<file path="src/rtl/cpu_lockstep_cmp.sv">
// Lockstep bus comparator: buffers the DUV and reference 6502 bus streams in
// per-side FIFOs and compares them pair by pair in arrival order.
module cpu_lockstep_cmp #(
  parameter int DEPTH = 8,
  parameter int CNT_W = 16
) (
  input  logic                   clk,
  input  logic                   rst_n,
  input  logic                   clr,
  input  logic                   duv_valid,
  input  logic [15:0]            duv_addr,
  input  logic [7:0]             duv_data,
  input  logic                   duv_rw,
  input  logic                   ref_valid,
  input  logic [15:0]            ref_addr,
  input  logic [7:0]             ref_data,
  input  logic                   ref_rw,
  output logic                   cmp_valid,
  output logic                   cmp_match,
  output logic                   mismatch,
  output logic                   overflow,
  output logic [CNT_W-1:0]       match_cnt,
  output logic [CNT_W-1:0]       mismatch_cnt,
  output logic [15:0]            first_duv_addr,
  output logic [7:0]             first_duv_data,
  output logic                   first_duv_rw,
  output logic [15:0]            first_ref_addr,
  output logic [7:0]             first_ref_data,
  output logic                   first_ref_rw,
  output logic [$clog2(DEPTH):0] duv_level,
  output logic [$clog2(DEPTH):0] ref_level
);
  localparam int PTR_W = $clog2(DEPTH);
  localparam int LVL_W = PTR_W + 1;
  localparam int ENT_W = 25;
  localparam logic [LVL_W-1:0] FULL_LVL = LVL_W'(DEPTH);

  // Side 0 is the DUV stream, side 1 the reference stream.
  logic             side_valid    [2];
  logic [ENT_W-1:0] side_entry    [2];
  logic [ENT_W-1:0] side_head     [2];
  logic [LVL_W-1:0] side_level    [2];
  logic             side_full     [2];
  logic             side_nonempty [2];
  logic             side_push     [2];
  logic             pop;

  assign side_valid[0] = duv_valid;
  assign side_valid[1] = ref_valid;
  assign side_entry[0] = {duv_addr, duv_data, duv_rw};
  assign side_entry[1] = {ref_addr, ref_data, ref_rw};
  assign pop = side_nonempty[0] & side_nonempty[1] & ~clr;

  generate
    for (genvar gi = 0; gi < 2; gi++) begin : g_side
      logic [ENT_W-1:0] mem [DEPTH];
      logic [PTR_W-1:0] wr_ptr_q, wr_ptr_d, rd_ptr_q, rd_ptr_d;
      logic [LVL_W-1:0] level_q, level_d;

      // Fullness uses the pre-edge level, so a same-edge pop cannot make room.
      assign side_full[gi]     = (level_q == FULL_LVL);
      assign side_nonempty[gi] = (level_q != '0);
      assign side_push[gi]     = side_valid[gi] & ~side_full[gi] & ~clr;
      assign side_head[gi]     = mem[rd_ptr_q];
      assign side_level[gi]    = level_q;

      always_comb begin
        wr_ptr_d = wr_ptr_q;
        rd_ptr_d = rd_ptr_q;
        level_d  = level_q;
        if (clr) begin
          wr_ptr_d = '0;
          rd_ptr_d = '0;
          level_d  = '0;
        end else begin
          if (side_push[gi]) wr_ptr_d = wr_ptr_q + 1'b1;
          if (pop)           rd_ptr_d = rd_ptr_q + 1'b1;
          case ({side_push[gi], pop})
            2'b10:   level_d = level_q + 1'b1;
            2'b01:   level_d = level_q - 1'b1;
            default: level_d = level_q;
          endcase
        end
      end

      always_ff @(posedge clk or negedge rst_n) begin
        if (!rst_n) begin
          wr_ptr_q <= '0;
          rd_ptr_q <= '0;
          level_q  <= '0;
        end else begin
          wr_ptr_q <= wr_ptr_d;
          rd_ptr_q <= rd_ptr_d;
          level_q  <= level_d;
        end
      end

      always_ff @(posedge clk) begin
        if (side_push[gi]) mem[wr_ptr_q] <= side_entry[gi];
      end
    end
  endgenerate

  logic             pair_match;
  logic             cmp_valid_q, cmp_valid_d;
  logic             cmp_match_q, cmp_match_d;
  logic             mismatch_q, mismatch_d;
  logic             overflow_q, overflow_d;
  logic [CNT_W-1:0] match_cnt_q, match_cnt_d;
  logic [CNT_W-1:0] mismatch_cnt_q, mismatch_cnt_d;
  logic [ENT_W-1:0] first_duv_q, first_duv_d;
  logic [ENT_W-1:0] first_ref_q, first_ref_d;

  assign pair_match = (side_head[0] == side_head[1]);

  always_comb begin
    cmp_valid_d    = pop;
    cmp_match_d    = pop & pair_match;
    mismatch_d     = mismatch_q;
    overflow_d     = overflow_q;
    match_cnt_d    = match_cnt_q;
    mismatch_cnt_d = mismatch_cnt_q;
    first_duv_d    = first_duv_q;
    first_ref_d    = first_ref_q;
    if (clr) begin
      mismatch_d     = 1'b0;
      overflow_d     = 1'b0;
      match_cnt_d    = '0;
      mismatch_cnt_d = '0;
      first_duv_d    = '0;
      first_ref_d    = '0;
    end else begin
      if (pop && pair_match && (match_cnt_q != '1)) match_cnt_d = match_cnt_q + 1'b1;
      if (pop && !pair_match) begin
        if (mismatch_cnt_q != '1) mismatch_cnt_d = mismatch_cnt_q + 1'b1;
        mismatch_d = 1'b1;
        // Only the first divergence is captured; later ones leave it intact.
        if (!mismatch_q) begin
          first_duv_d = side_head[0];
          first_ref_d = side_head[1];
        end
      end
      if ((side_valid[0] && side_full[0]) || (side_valid[1] && side_full[1])) overflow_d = 1'b1;
    end
  end

  always_ff @(posedge clk or negedge rst_n) begin
    if (!rst_n) begin
      cmp_valid_q    <= 1'b0;
      cmp_match_q    <= 1'b0;
      mismatch_q     <= 1'b0;
      overflow_q     <= 1'b0;
      match_cnt_q    <= '0;
      mismatch_cnt_q <= '0;
      first_duv_q    <= '0;
      first_ref_q    <= '0;
    end else begin
      cmp_valid_q    <= cmp_valid_d;
      cmp_match_q    <= cmp_match_d;
      mismatch_q     <= mismatch_d;
      overflow_q     <= overflow_d;
      match_cnt_q    <= match_cnt_d;
      mismatch_cnt_q <= mismatch_cnt_d;
      first_duv_q    <= first_duv_d;
      first_ref_q    <= first_ref_d;
    end
  end

  assign cmp_valid    = cmp_valid_q;
  assign cmp_match    = cmp_match_q;
  assign mismatch     = mismatch_q;
  assign overflow     = overflow_q;
  assign match_cnt    = match_cnt_q;
  assign mismatch_cnt = mismatch_cnt_q;
  assign {first_duv_addr, first_duv_data, first_duv_rw} = first_duv_q;
  assign {first_ref_addr, first_ref_data, first_ref_rw} = first_ref_q;
  assign duv_level    = side_level[0];
  assign ref_level    = side_level[1];
endmodule

</file>
<file path="config.mk">
export PLATFORM = sky130hd
export DESIGN_NAME = cpu_lockstep_cmp
export DESIGN_NICKNAME = d
export VERILOG_FILES = /design/src/rtl/cpu_lockstep_cmp.sv
export SDC_FILE = /design/constraint.sdc
export NUM_CORES = 1
export LEC_CHECK = 0
export BUFFER_PORTS_ARGS = -buffer_cell sky130_fd_sc_hd__clkbuf_2
export CORE_ASPECT_RATIO = 0.7
export CORE_MARGIN = 2
export CORE_UTILIZATION = 31
export CTS_CLUSTER_DIAMETER = 150
export DETAILED_ROUTE_END_ITERATION = 10
export REMOVE_ABC_BUFFERS = 1
export SYNTH_ARGS = -nofsm -noshare
export SYNTH_HDL_FRONTEND = slang
export SYNTH_SLANG_ARGS = --single-unit
</file>
<file path="constraint.sdc">
create_clock -name clk -period 7.8 [get_ports clk]
set_input_delay 1.56 -clock clk [delete_from_list [all_inputs] [get_ports clk]]
set_output_delay 1.56 -clock clk [all_outputs]
set_load 0.03 [all_outputs]
</file>
# After elaboration in Yosys (flattened, before gate mapping)
# Memory sizes are Yosys's and may differ from the RTL's.
# Index checks and enable logic that the tools add are counted.
# totals
n_memories	2
regBits	106
out_inout_bits	94
ram_bits	400
word_cells	97
input_bits	55
# mem_list
memory	words	word_bits	rd	rd_ports_with_merged_regs	wr	line	source
g_side[0].mem	8	25	1	0	1	56	logic [ENT_W-1:0] mem [DEPTH];
g_side[1].mem	8	25	1	0	1	56	
# op_classes
muxes	31
addsub	10
bitwise_logic	10
reduce_logical	20
eq_ne	10
# op_table
operator	n
$mux W25	6
$mux W16	5
$add A16 B1 Y16 const B	2
$ne A16 B16 Y1 const B	2
$eq A25 B25 Y1	1
$mux W3	8
$pmux W4 S2	2
$reduce_bool A2 Y1	7
$add A3 B1 Y3 const B	4
$add A4 B1 Y4 const B	2
$eq A4 B4 Y1 const B	2
$mux W1	8
$mux W4	2
$reduce_bool A4 Y1	2
$sub A4 B1 Y4 const B	2
$and A1 B1 Y1	7
$reduce_bool A3 Y1	2
$logic_and A1 B1 Y1	5
$eq A2 B1 Y1 const B	2
$eq A2 B2 Y1 const B	2
$reduce_and A2 Y1	2
$not A1 Y1	3
$ne A2 B2 Y1 const B	1
$logic_not A1 Y1	1
$logic_or A1 B1 Y1	1

# Depth between registers and ports, before layout
# Gate-level depths: netlist of run 1.
# logic_depth
word_depth	7
depth_mapped	15
depth_no_buf	10

# Worst setup path after synthesis of run 1
# OpenSTA, ideal clock, no wires.
# synth_timing
path_kind	input to register
from	input port clr
to	memory g_side[1].mem[0][0] (enable)
cell_stages	4
setup_ns	0.438
slack_ns	3.287
t_required_ns	7.362
path_buffers	2
t_arrival_ns	4.074
path_cell_list	clkbuf_1 -> clkbuf_1 -> or3_1 -> nor3_1
# synth_via
elab_chain_len	4
# synth_rtl
item	line	source
start, declared	9	input logic clr,
$not A1 Y1	63	assign side_push[gi] = side_valid[gi] & ~side_full[gi] & ~clr;
$and A1 B1 Y1	63	
$mux W1	99	if (side_push[gi]) mem[wr_ptr_q] <= side_entry[gi];
$mux W1 (implied by the code)	99	
end, declared	56	
# Every way passes these cells.

# Final worst setup path of run 1
# layout_timing
from	register g_side[1].rd_ptr_q[1]
to	register first_ref_q[22]
# layout_via
elab_chain_len	6
elab_cells_between_ends	9
cone_classes	eq/ne (1); mux (3); reduce/logical (4); memory (1)
# layout_rtl
item	line	source
start, declared	57	logic [PTR_W-1:0] wr_ptr_q, wr_ptr_d, rd_ptr_q, rd_ptr_d;
start signal, assigned	93	rd_ptr_q <= rd_ptr_d;
$mem_v2 Z8 W25 *	-	
$eq A25 B25 Y1	114	assign pair_match = (side_head[0] == side_head[1]);
$logic_not A1 Y1	134	if (pop && !pair_match) begin
$logic_and A1 B1 Y1	134	
$reduce_bool A2 Y1 (no source line)	-	
$reduce_and A2 Y1 (no source line)	-	
end signal, assigned	165	first_ref_q <= first_ref_d;
end, declared	112	logic [ENT_W-1:0] first_ref_q, first_ref_d;
# Every way passes the cells marked *; elsewhere a longest branch is shown, timed or not. The select of a mux whose other input is x is not followed.
# A chain may end at the register's enable or synchronous reset.

==> results of run 1 <==
[state kept, by name (all words and copies together) (netlist names)]
name             flops
cmp_valid            1
first_ref_q         25
overflow             1
mismatch_cnt        16
g_side.wr_ptr_q      6
duv_level            4
ref_level            4
g_side.mem         400
g_side.rd_ptr_q      6
first_duv_q         25
mismatch             1
match_cnt           16
cmp_match            1
[worst register-to-register path, cell delays in order (launching register included)]
cell	delay, ps
sky130_fd_sc_hd__dfrtp_4	880
sky130_fd_sc_hd__buf_4	610
sky130_fd_sc_hd__mux4_2	570
sky130_fd_sc_hd__mux2i_1	430
sky130_fd_sc_hd__xor2_1	180
sky130_fd_sc_hd__nor4_1	690
sky130_fd_sc_hd__nand4_1	300
sky130_fd_sc_hd__or4_1	470
sky130_fd_sc_hd__buf_4	310
sky130_fd_sc_hd__nand4_1	260
sky130_fd_sc_hd__a21oi_1	100
[Yosys cell counts (all sizes together) (20+ instances only)]
| cell type | instances |
|---|---|
| clkbuf | 27 |
| a211oi | 32 |
| mux4 | 80 |
| a21oi | 64 |
| edfxtp | 400 |
| mux2i | 75 |
| nor2 | 58 |
| nor2b | 20 |
| o21ai | 37 |
| dfrtp | 106 |
| nand2 | 41 |
| buf | 39 |
[layout by cell type (no fill, tap or decap), drive strengths merged, types with 3 or more instances in the layout]
master,instances
bufinv,4
clkinv,13
a21oi,64
mux4,80
edfxtp,400
nor2b,20
a22o,5
o31ai,4
inv,7
o41ai,3
clkbuf,210
xor2,18
a22oi,15
or2,4
and3,6
nor2,58
ha,10
and4,5
and2,3
nor4,6
nand4,18
nand2,41
o311ai,3
buf,32
a211o,3
mux2,14
dfrtp,106
or3,14
nand3,19
nor3,19
nand2b,13
o21ai,37
o211ai,5
or4,16
nor4b,3
a211oi,32
xnor2,18
mux2i,75
[path summary, 6_finish.rpt]
check | startpoint | to | cells past startpoint
worst min-delay path | first_ref_q[6] | first_ref_q[6] | 2
worst max-delay path | g_side[1].rd_ptr_q[1] | first_ref_q[22] | 10
max in group asynchronous | rst_n | g_side[1].rd_ptr_q[1] | 2
worst max register to register | g_side[1].rd_ptr_q[1] | first_ref_q[22] | 10
min in group asynchronous | rst_n | mismatch_cnt[8] | 1
worst min register to register | first_ref_q[6] | first_ref_q[6] | 2
[power by group]
group	internal [W]	total (W)	switching [W]
registers	0.00313	0.00337	0.000241
logic	0.000659	0.00186	0.00120
clock network	0.00129	0.00230	0.00101
total	0.00508	0.00753	0.00246
[cell families after synthesis]
| family | count (synthesis) | synth area share (%) |
|---|---|---|
| xor+xnor | 36 | 1.52 |
| simple gates | 252 | 6.64 |
| compound gates | 178 | 5.33 |
| fa+ha+maj | 12 | 0.700 |
| flops | 506 | 70.7 |
| mux | 169 | 13.1 |
| buf+inv | 71 | 2.05 |
[through the flow]
step / instance area [um2] / setup WS, ps / hold slack, ps / instances
floorplan: 20300 / 1740 / 552 / 1158
global placement: 22500 / 2850 / 527 / 2227
detailed placement: 22500 / 2840 / 534 / 2227
CTS: 24000 / 2820 / 544 / 2311
global route: 24000 / 2540 / 577 / 2311
finish: 24000 / 2850 / 549 / 2311
[cell type report]
cell class                      count  share of cell area (%)
Sequential cell                   506                    61.1
Multi-Input combinational cell    647                    23.8
Clock buffer                       64                    5.28
Tap cell                          891                    4.64
Timing Repair Buffer              178                    4.04
Clock inverter                     20                    1.09
Inverter                            5                  0.0781
[layer usage]
layer / vias up / GRT usage, % / part of all wire, %
li1: 5166 / - / -
met2: 405 / 21.7 / 44
met4: 6 / 2.65 / 1.5
met1: 6130 / 21.2 / 46
met5: - / 0 / 0.083
met3: 65 / 4.35 / 8.7
==> load_flow_metrics.sql, run 1 <==
INSERT INTO impl_metrics (metric_group, metric, value, unit) VALUES
('routing', 'drtAntennaViolNets', '0', ''),
('global_routing', 'grt_pass1_vias', '11696', ''),
('global_routing', 'grt_start_max_net_pins', '75', ''),
('critical_path', 'critical_path.cell_chain', 'buf_4 -> mux4_2 -> mux2i_1 -> xor2_1 -> nor4_1 -> nand4_1 -> or4_1 -> buf_4 -> nand4_1 -> a21oi_1', ''),
('critical_path', 'critical_path_required', '8220', 'ps'),
('die', 'overall_die_height', '220', 'um'),
('finish', 'layout.area.seq', '0.0147', 'mm2'),
('synth', 'syn_area_per_cell', '16.9', 'um2'),
('routing', 'drt_iter0_markers', '1065', ''),
('clock_network', 'clkTransAtPathRegs', '70', 'ps'),
('synth', 'asyncSetResetFlopFracSynth', '20.9', '%'),
('critical_path', 'endpoint_kind', 'flop', ''),
('routing', 'vias_per_cell', '5.09', ''),
('synth', 'synth.yosys.seq_area_share', '70.7', '%'),
('routing', 'wirelength', '50600', 'um'),
('synth', 'synth-edff-count', '400', ''),
('finish', 'antennaDiodeCount', '0', ''),
('sta', 'maximum_clock_rate', '202', 'MHz'),
('power', 'static-leakage-power', '8.36', 'nW'),
('min_path', 'worst_hold_path_type', 'reg -> reg', ''),
('synth', 'synthCells', '1224', ''),
('die', 'design.portCount', '149', ''),
('global_routing', 'overflow', '0', ''),
('finish', 'layout_cell_share_with_drive_strength_beyond_1', '26.2', '%'),
('sta', 'accumulated_negative_setup_slack', '0', 'ps'),
('finish', 'multi_input_area', '0.00572', 'mm2'),
('die', 'fp.coreArea', '0.0663', 'mm2'),
('clock_network', 'cts_tree', 'done', ''),
('clock_network', 'htreeDepth', '2', ''),
('critical_path', 'worst_path_dominant_cell_family', 'simple AND/OR/NAND/NOR gates', ''),
('die', 'placementRows', '79', ''),
('synth', 'yosys_most_used_dff', 'sky130_fd_sc_hd__edfxtp_1', ''),
('routing', 'via_count', '11772', ''),
('finish', 'finish.net_count', '1449', ''),
('status', 'run_status', 'completed', ''),
('critical_path', 'crit_path_start_kind', 'flop', ''),
('critical_path', 'cp.arrival', '5370', 'ps'),
('sta', 'rsz0062_at_grt', 'no', ''),
('sta', 'report.final.setup_viol', '0', ''),
('routing', 'drt_first_pass_iters', '5', ''),
('clock_network', 'worst_skew_late_latency', '600', 'ps'),
('power', 'power.ir.vdd_worst', '0.191', 'mV'),
('global_routing', 'globalRouteTotalUtil', '14.6', '%'),
('critical_path', 'critical_path_buf_inv_count', '2', ''),
('synth', 'synth.ff_latch_count', '506', ''),
('synth', 'yosysTopAreaCell', 'sky130_fd_sc_hd__edfxtp_1', ''),
('power', 'report.power.total', '0.00753', 'W'),
('critical_path', 'path_class', 'reg -> reg', ''),
('clock_network', 'cts_setup_buffers', '0', ''),
('sta', 'fin_crit_sh', '63.5', '%'),
('clock_network', 'clock-root-buffer', 'sky130_fd_sc_hd__clkbuf_16', ''),
('sta', 'tightestPinTransition', '1140', 'ps'),
('flow_run', 'max-cap-violations', '0', ''),
('clock_network', 'cts-hold-fix-buffers', '0', ''),
('synth', 'netlist_top_cells_area', 'sky130_fd_sc_hd__edfxtp_1, sky130_fd_sc_hd__dfrtp_1, sky130_fd_sc_hd__mux4_2', ''),
('global_routing', 'global_route_wire_length_before_repair', '76100', 'um'),
('placement', 'io_buffers', '148', ''),
('clock_network', 'cts_repair_resized_insts', '0', ''),
('critical_path', 'regToRegSetupSlack', '2850', 'ps'),
('clock_network', 'cts.sinks', '506', ''),
('synth', 'synth_top_cell_area_share', '57.9', '%'),
('finish', 'final_core_utilization', '36.2', '%'),
('die', 'start_util', '31.3', '%'),
('sta', 'final.setup_skew', '42.0', 'ps'),
('placement', 'dp_hpwl', '32700', 'um'),
('finish', 'fillCellCount', '6201', ''),
('finish', 'area.growth.synth_to_final', '15.8', '%'),
('sta', 'post-route-min-period', '4950', 'ps'),
('placement', 'gp_congestion', '0.810', ''),
('synth', 'netlist-cell-type-count', '59', ''),
('sta', 'finalHoldViolations', '0', '');
(Power assumes the default switching activity.)
==> inputs of run 2 (changes only) <==
- clock period: 7.8 -> 4.2 ns (I/O delays scaled with it)
==> load_flow_metrics.sql, run 2 (synthesis gave the netlist of run 1 again) <==
INSERT INTO impl_metrics (metric_group, metric, value, unit) VALUES
('status', 'run_status', 'completed', ''),
('power', 'clockPowerShare', '30.6', '%'),
('global_routing', 'grt_pass1_vias', '11698', ''),
('finish', 'registers.top_by_ff_count', 'g_side.mem', ''),
('routing', 'drt_first_pass_iters', '5', ''),
('die', 'design.portCount', '149', ''),
('finish', 'layoutNonFillerInstCount', '2342', ''),
('routing', 'drtAntennaViolNets', '0', ''),
('routing', 'drt_iter0_markers', '1204', ''),
('finish', 'fillCellCount', '6157', ''),
('power', 'power.net_switching', '0.00463', 'W'),
('die', 'placementRows', '79', ''),
('power', 'internal_power', '0.00965', 'W'),
('critical_path', 'critical_path_required', '4610', 'ps'),
('clock_network', 'worst_skew_late_latency', '590', 'ps'),
('sta', 'fin_crit_sh', '96.6', '%'),
('global_routing', 'global_route_wire_length_before_repair', '75700', 'um'),
('clock_network', 'cts_inserted_buffers', '46', ''),
('finish', 'finish.net_count', '1477', ''),
('sta', 'tightestPinTransition', '1150', 'ps'),
('sta', 'maxSlewHeadroom', '22.9', '%'),
('power', 'report.power.total', '0.0143', 'W'),
('routing', 'average_wire_per_standard_cell', '22.1', 'um'),
('critical_path', 'crit_path_start_kind', 'flop', ''),
('finish', 'largest_reg_flops', '400', ''),
('die', 'start_util', '31.3', '%'),
('sta', 'slew_viol_final', '0', ''),
('finish', 'area.growth.synth_to_final', '17.7', '%'),
('placement', 'io_buffers', '148', ''),
('clock_network', 'cts_tree', 'done', ''),
('critical_path', 'path_class', 'reg -> reg', ''),
('flow_run', 'max-cap-violations', '0', ''),
('global_routing', 'grt_start_max_net_pins', '73', ''),
('global_routing', 'antenna_found_initial', '4', ''),
('die', 'fp.dieArea', '0.0690', 'mm2'),
('critical_path', 'cp.arrival', '4460', 'ps'),
('clock_network', 'clock-root-buffer', 'sky130_fd_sc_hd__clkbuf_16', ''),
('power', 'static-leakage-power', '8.56', 'nW'),
('power', 'power.switching_fraction', '32.4', '%'),
('clock_network', 'htreeDepth', '2', ''),
('sta', 'report.final.setup_viol', '0', ''),
('placement', 'post_placement_cell_count', '2244', ''),
('routing', 'vias_per_cell', '5.07', ''),
('critical_path', 'path_max_fanout', '33', ''),
('routing', 'via_count', '11882', ''),
('sta', 'rsz0062_at_grt', 'no', ''),
('finish', 'layout_common_cells', 'sky130_fd_sc_hd__edfxtp_1, sky130_fd_sc_hd__clkbuf_2, sky130_fd_sc_hd__dfrtp_1', ''),
('sta', 'maximum_clock_rate', '246', 'MHz'),
('clock_network', 'clkTransAtPathRegs', '70', 'ps'),
('sta', 'final.setup_skew', '43.2', 'ps'),
('global_routing', 'overflow', '0', ''),
('critical_path', 'endpoint_kind', 'flop', ''),
('finish', 'layout_cell_share_with_drive_strength_beyond_1', '27.9', '%'),
('placement', 'gp_congestion', '0.859', ''),
('finish', 'largest_registers_in_the_final_layout', 'g_side.mem x400, first_duv_q x25, first_ref_q x25', ''),
('die', 'fp.coreArea', '0.0663', 'mm2'),
('sta', 'post-route-min-period', '4060', 'ps'),
('min_path', 'worst_hold_path_type', 'in -> async', ''),
('routing', 'route.detailed.drc', '0', ''),
('global_routing', 'globalRouteTotalUtil', '14.6', '%'),
('die', 'overall_die_height', '220', 'um'),
('die', 'die_width', '313', 'um'),
('routing', 'wirelength', '51700', 'um'),
('clock_network', 'cts.sinks', '506', ''),
('clock_network', 'clockBufferDepth', '3', ''),
('placement', 'dp_hpwl', '33200', 'um'),
('finish', 'most_frequent_standard_cell_in_the_layout_excluding_fill_and_tap_cells', 'sky130_fd_sc_hd__edfxtp_1', ''),
('sta', 'finalHoldViolations', '0', ''),
('power', 'p_comb_share', '26.0', '%'),
('power', 'power.ir.vdd_worst', '0.451', 'mV'),
('power', 'powerDensity', '585', 'mW/mm2'),
('power', 'sequentialPowerShare', '43.4', '%');
[run 2: worst max-delay path: stages (launching register included)]
cell and delay, ps:
sky130_fd_sc_hd__dfrtp_2 510, sky130_fd_sc_hd__buf_16 220, sky130_fd_sc_hd__buf_4 220, sky130_fd_sc_hd__mux4_2 550, sky130_fd_sc_hd__mux2i_4 230, sky130_fd_sc_hd__xnor2_1 250
sky130_fd_sc_hd__nand3_1 150, sky130_fd_sc_hd__or4_4 520, sky130_fd_sc_hd__or4_1 580, sky130_fd_sc_hd__buf_4 280, sky130_fd_sc_hd__a21oi_1 220, sky130_fd_sc_hd__a211oi_1 90
[run 2: what timing repair did]
item / 4_1_cts / 5_1_grt
hold buffers: 0 / 0
gates resized for setup: 0 / 6
setup buffers: 0 / 10
endpoints found under the setup margin: 0 / 62
[run 2: layout make-up]
type                       count  area [um2]  share of cell area (%)
sequential                   506       14700                    60.1
multi-input combinational    647        5740                    23.5
clock buffer                  72        1390                    5.70
timing repair buffer         206        1300                    5.31
tap                          891        1110                    4.56
clock inverter                14         191                   0.784
inverter                       5        18.8                  0.0768
antenna                        1        2.50                  0.0102
[run 2: power groups by stage]
stage	clock network [W]	logic (W)	registers (W)
after floorplan	0	0.00178	0.00673
final	0.00437	0.00372	0.00619
after CTS	0.00446	0.00363	0.00618
after global routing	0.00466	0.00401	0.00623
after detailed placement	0	0.00362	0.00628
after global placement	0	0.00357	0.00627
[run 2: metrics by stage]
stage	hold slack, ps	setup TNS [ps]	worst slack (ps)	area, um2	util, %
after CTS	432	0	54.6	24300	36.6
after global routing	498	0	19.6	24400	36.8
after floorplan	544	-115760	-1860	20300	-
after detailed placement	538	0	60.4	22700	34.2
after global placement	530	0	47.4	22700	34.2
final	432	0	141	24400	36.8
[run 2: final timing paths]
kind,start,endpoint,slack [ps],cells after the start
worst min register to register,first_ref_q[6],first_ref_q[6],550,2
worst min-delay path,rst_n,match_cnt[11],430,1
max in group asynchronous,rst_n,match_cnt[15],2870,2
min in group clk,duv_rw,g_side[0].mem[1][0],530,1
worst max-delay path,g_side[0].rd_ptr_q[0],first_duv_q[16],140,11
worst max register to register,g_side[0].rd_ptr_q[0],first_duv_q[16],140,11
[run 2: layer usage]
layer	up-vias	part of all wire [%]	global-route usage [%]
met5	-	0.048	0
met4	4	1.1	2.31
met3	50	9.5	4.70
met2	458	44	21.7
met1	6131	46	21.3
li1	5239	-	-
==> inputs of run 3 (changes only) <==
- PLACE_DENSITY: unset -> 0.58
==> load_flow_metrics.sql, run 3 (synthesis gave the netlist of run 1 again) <==
INSERT INTO impl_metrics (metric_group, metric, value, unit) VALUES
('routing', 'average_wire_per_standard_cell', '21.8', 'um'),
('global_routing', 'antenna_found_initial', '2', ''),
('finish', 'layout_cell_share_with_drive_strength_beyond_1', '26.9', '%'),
('routing', 'drt_first_pass_iters', '6', ''),
('finish', 'finish.net_count', '1469', ''),
('clock_network', 'cts.sinks', '506', ''),
('power', 'internal_power', '0.00930', 'W'),
('finish', 'most_frequent_standard_cell_in_the_layout_excluding_fill_and_tap_cells', 'sky130_fd_sc_hd__edfxtp_1', ''),
('status', 'run_status', 'completed', ''),
('clock_network', 'worst_skew_late_latency', '580', 'ps'),
('global_routing', 'grtUsageMet2', '21.6', '%'),
('routing', 'route.detailed.drc', '0', ''),
('global_routing', 'global_route_wire_length_before_repair', '75600', 'um'),
('finish', 'largest_reg_flops', '400', ''),
('power', 'p_comb_share', '26.4', '%'),
('die', 'placementRows', '79', ''),
('global_routing', 'overflow', '0', ''),
('clock_network', 'cts_setup_buffers', '0', ''),
('placement', 'post_placement_cell_count', '2246', ''),
('power', 'static-leakage-power', '8.42', 'nW'),
('sta', 'fin_crit_sh', '94.3', '%'),
('placement', 'dp_hpwl', '33400', 'um'),
('power', 'power.switching_fraction', '33.0', '%'),
('power', 'clockPowerShare', '29.1', '%'),
('routing', 'drt_iter0_markers', '1126', ''),
('critical_path', 'cp.arrival', '4410', 'ps'),
('sta', 'finalHoldViolations', '0', ''),
('sta', 'maximum_clock_rate', '253', 'MHz'),
('clock_network', 'htreeDepth', '2', ''),
('sta', 'final.setup_skew', '25.8', 'ps'),
('sta', 'tightestPinTransition', '1150', 'ps'),
('clock_network', 'cts_inserted_buffers', '47', ''),
('finish', 'final_core_utilization', '36.4', '%'),
('finish', 'area.growth.synth_to_final', '16.5', '%'),
('sta', 'report.final.setup_viol', '0', ''),
('clock_network', 'clkTransAtPathRegs', '70', 'ps'),
('critical_path', 'path_max_fanout', '45', ''),
('flow_run', 'max-cap-violations', '0', ''),
('global_routing', 'grt_pass1_vias', '11627', ''),
('routing', 'vias_per_cell', '5.02', ''),
('power', 'powerDensity', '574', 'mW/mm2'),
('die', 'fp.dieArea', '0.0690', 'mm2'),
('sta', 'slew_viol_final', '0', ''),
('critical_path', 'critical_path_required', '4650', 'ps'),
('clock_network', 'clock-root-buffer', 'sky130_fd_sc_hd__clkbuf_16', ''),
('die', 'fp.coreArea', '0.0663', 'mm2'),
('die', 'overall_die_height', '220', 'um'),
('routing', 'wirelength', '50900', 'um'),
('critical_path', 'path_class', 'reg -> reg', ''),
('sta', 'accumulated_negative_setup_slack', '0', 'ps'),
('global_routing', 'grt_util_met1', '21.5', '%'),
('power', 'sequentialPowerShare', '44.5', '%'),
('placement', 'io_buffers', '148', ''),
('routing', 'via_count', '11720', ''),
('global_routing', 'grt_start_max_net_pins', '63', ''),
('global_routing', 'globalRouteTotalUtil', '14.7', '%'),
('global_routing', 'global_route.peak_usage_layer', 'met2', ''),
('finish', 'layout_common_cells', 'sky130_fd_sc_hd__edfxtp_1, sky130_fd_sc_hd__clkbuf_2, sky130_fd_sc_hd__dfrtp_1', ''),
('die', 'design.portCount', '149', ''),
('finish', 'fillCellCount', '6206', ''),
('clock_network', 'clockBufferDepth', '3', ''),
('critical_path', 'crit_path_start_kind', 'flop', ''),
('finish', 'multi_input_area', '0.00572', 'mm2'),
('routing', 'drtAntennaViolNets', '0', ''),
('placement', 'gp_congestion', '0.852', ''),
('critical_path', 'endpoint_kind', 'flop', ''),
('power', 'power.net_switching', '0.00458', 'W'),
('global_routing', 'grt_util_met3', '4.49', '%'),
('power', 'power.ir.vdd_worst', '0.382', 'mV'),
('min_path', 'worst_hold_path_type', 'in -> async', ''),
('sta', 'maxSlewHeadroom', '23.3', '%'),
('clock_network', 'cts_tree', 'done', ''),
('sta', 'rsz0062_at_grt', 'no', ''),
('finish', 'layout.area.seq', '0.0147', 'mm2'),
('sta', 'post-route-min-period', '3960', 'ps'),
('finish', 'largest_registers_in_the_final_layout', 'g_side.mem x400, first_duv_q x25, first_ref_q x25', ''),
('finish', 'layoutNonFillerInstCount', '2333', ''),
('sta', 'timing.hold.ws', '354', 'ps'),
('die', 'die_width', '313', 'um'),
('finish', 'registers.top_by_ff_count', 'g_side.mem', ''),
('die', 'start_util', '31.3', '%');
[run 3: cell types whose count changed in the layout (fill, tap and decap cells not counted), sizes merged]
cell	previous run	this run
buf	59	51
bufinv	3	0
clkbuf	219	208
clkinv	10	20
clkinvlp	0	2
diode	1	2
[run 3: metal layers]
metal  wire length, um  vias up
met5                22        -
met4               788        4
met3              4320       57
met2             21800      384
met1             23900     6049
li1                  -     5226
[run 3: cell type report]
type                       count  area share, %
clock buffer                  62           5.32
tap                          891           4.61
sequential                   506           60.7
timing repair buffer         197           4.97
antenna                        2         0.0207
clock inverter                23          0.637
inverter                       5         0.0776
multi-input combinational    647           23.7
[run 3: path summary, 6_finish.rpt]
| kind | startpoint | to | slack, ps | cells after the start |
|---|---|---|---|---|
| worst max-delay path | g_side[1].rd_ptr_q[2] | first_ref_q[24] | 240 | 8 |
| worst min-delay path | rst_n | mismatch_cnt[12] | 350 | 1 |
| worst max register to register | g_side[1].rd_ptr_q[2] | first_ref_q[24] | 240 | 8 |
| worst min register to register | first_ref_q[19] | first_ref_q[19] | 540 | 2 |
| max in group asynchronous | rst_n | first_ref_q[16] | 2930 | 2 |
| min in group clk | ref_addr[8] | g_side[1].mem[6][17] | 530 | 1 |
[run 3: through the flow]
| step | instance area [um2] | setup slack, ps | total power [W] |
|---|---|---|---|
| after detailed placement | 22700 | 211 | 0.00993 |
| final | 24200 | 240 | 0.0139 |
| after CTS | 24200 | 198 | 0.0140 |
| after global placement | 22700 | 293 | 0.00986 |
| after global routing | 24200 | 63.4 | 0.0145 |
| after floorplan | 20300 | -1860 | 0.00851 |
[run 3: repair_timing]
action,in CTS,in global routing
hold buffers,0,0
resized for setup,0,2
setup endpoints to repair,0,8
[run 3: critical path: stages (launching register included)]
cell,delay [ps]
sky130_fd_sc_hd__dfrtp_1,550
sky130_fd_sc_hd__nor2_1,640
sky130_fd_sc_hd__a22oi_1,340
sky130_fd_sc_hd__a211oi_1,410
sky130_fd_sc_hd__nand3b_1,220
sky130_fd_sc_hd__nand4bb_1,270
sky130_fd_sc_hd__nor4_4,90
sky130_fd_sc_hd__nor2_4,880
sky130_fd_sc_hd__mux2_2,420
[run 3: power groups by stage]
stage	Sequential (W)	Clock, W	Combinational [W]
floorplan	0.00673	0	0.00178
global placement	0.00627	0	0.00360
detailed placement	0.00627	0	0.00366
CTS	0.00617	0.00414	0.00367
global route	0.00622	0.00435	0.00396
finish	0.00617	0.00404	0.00367
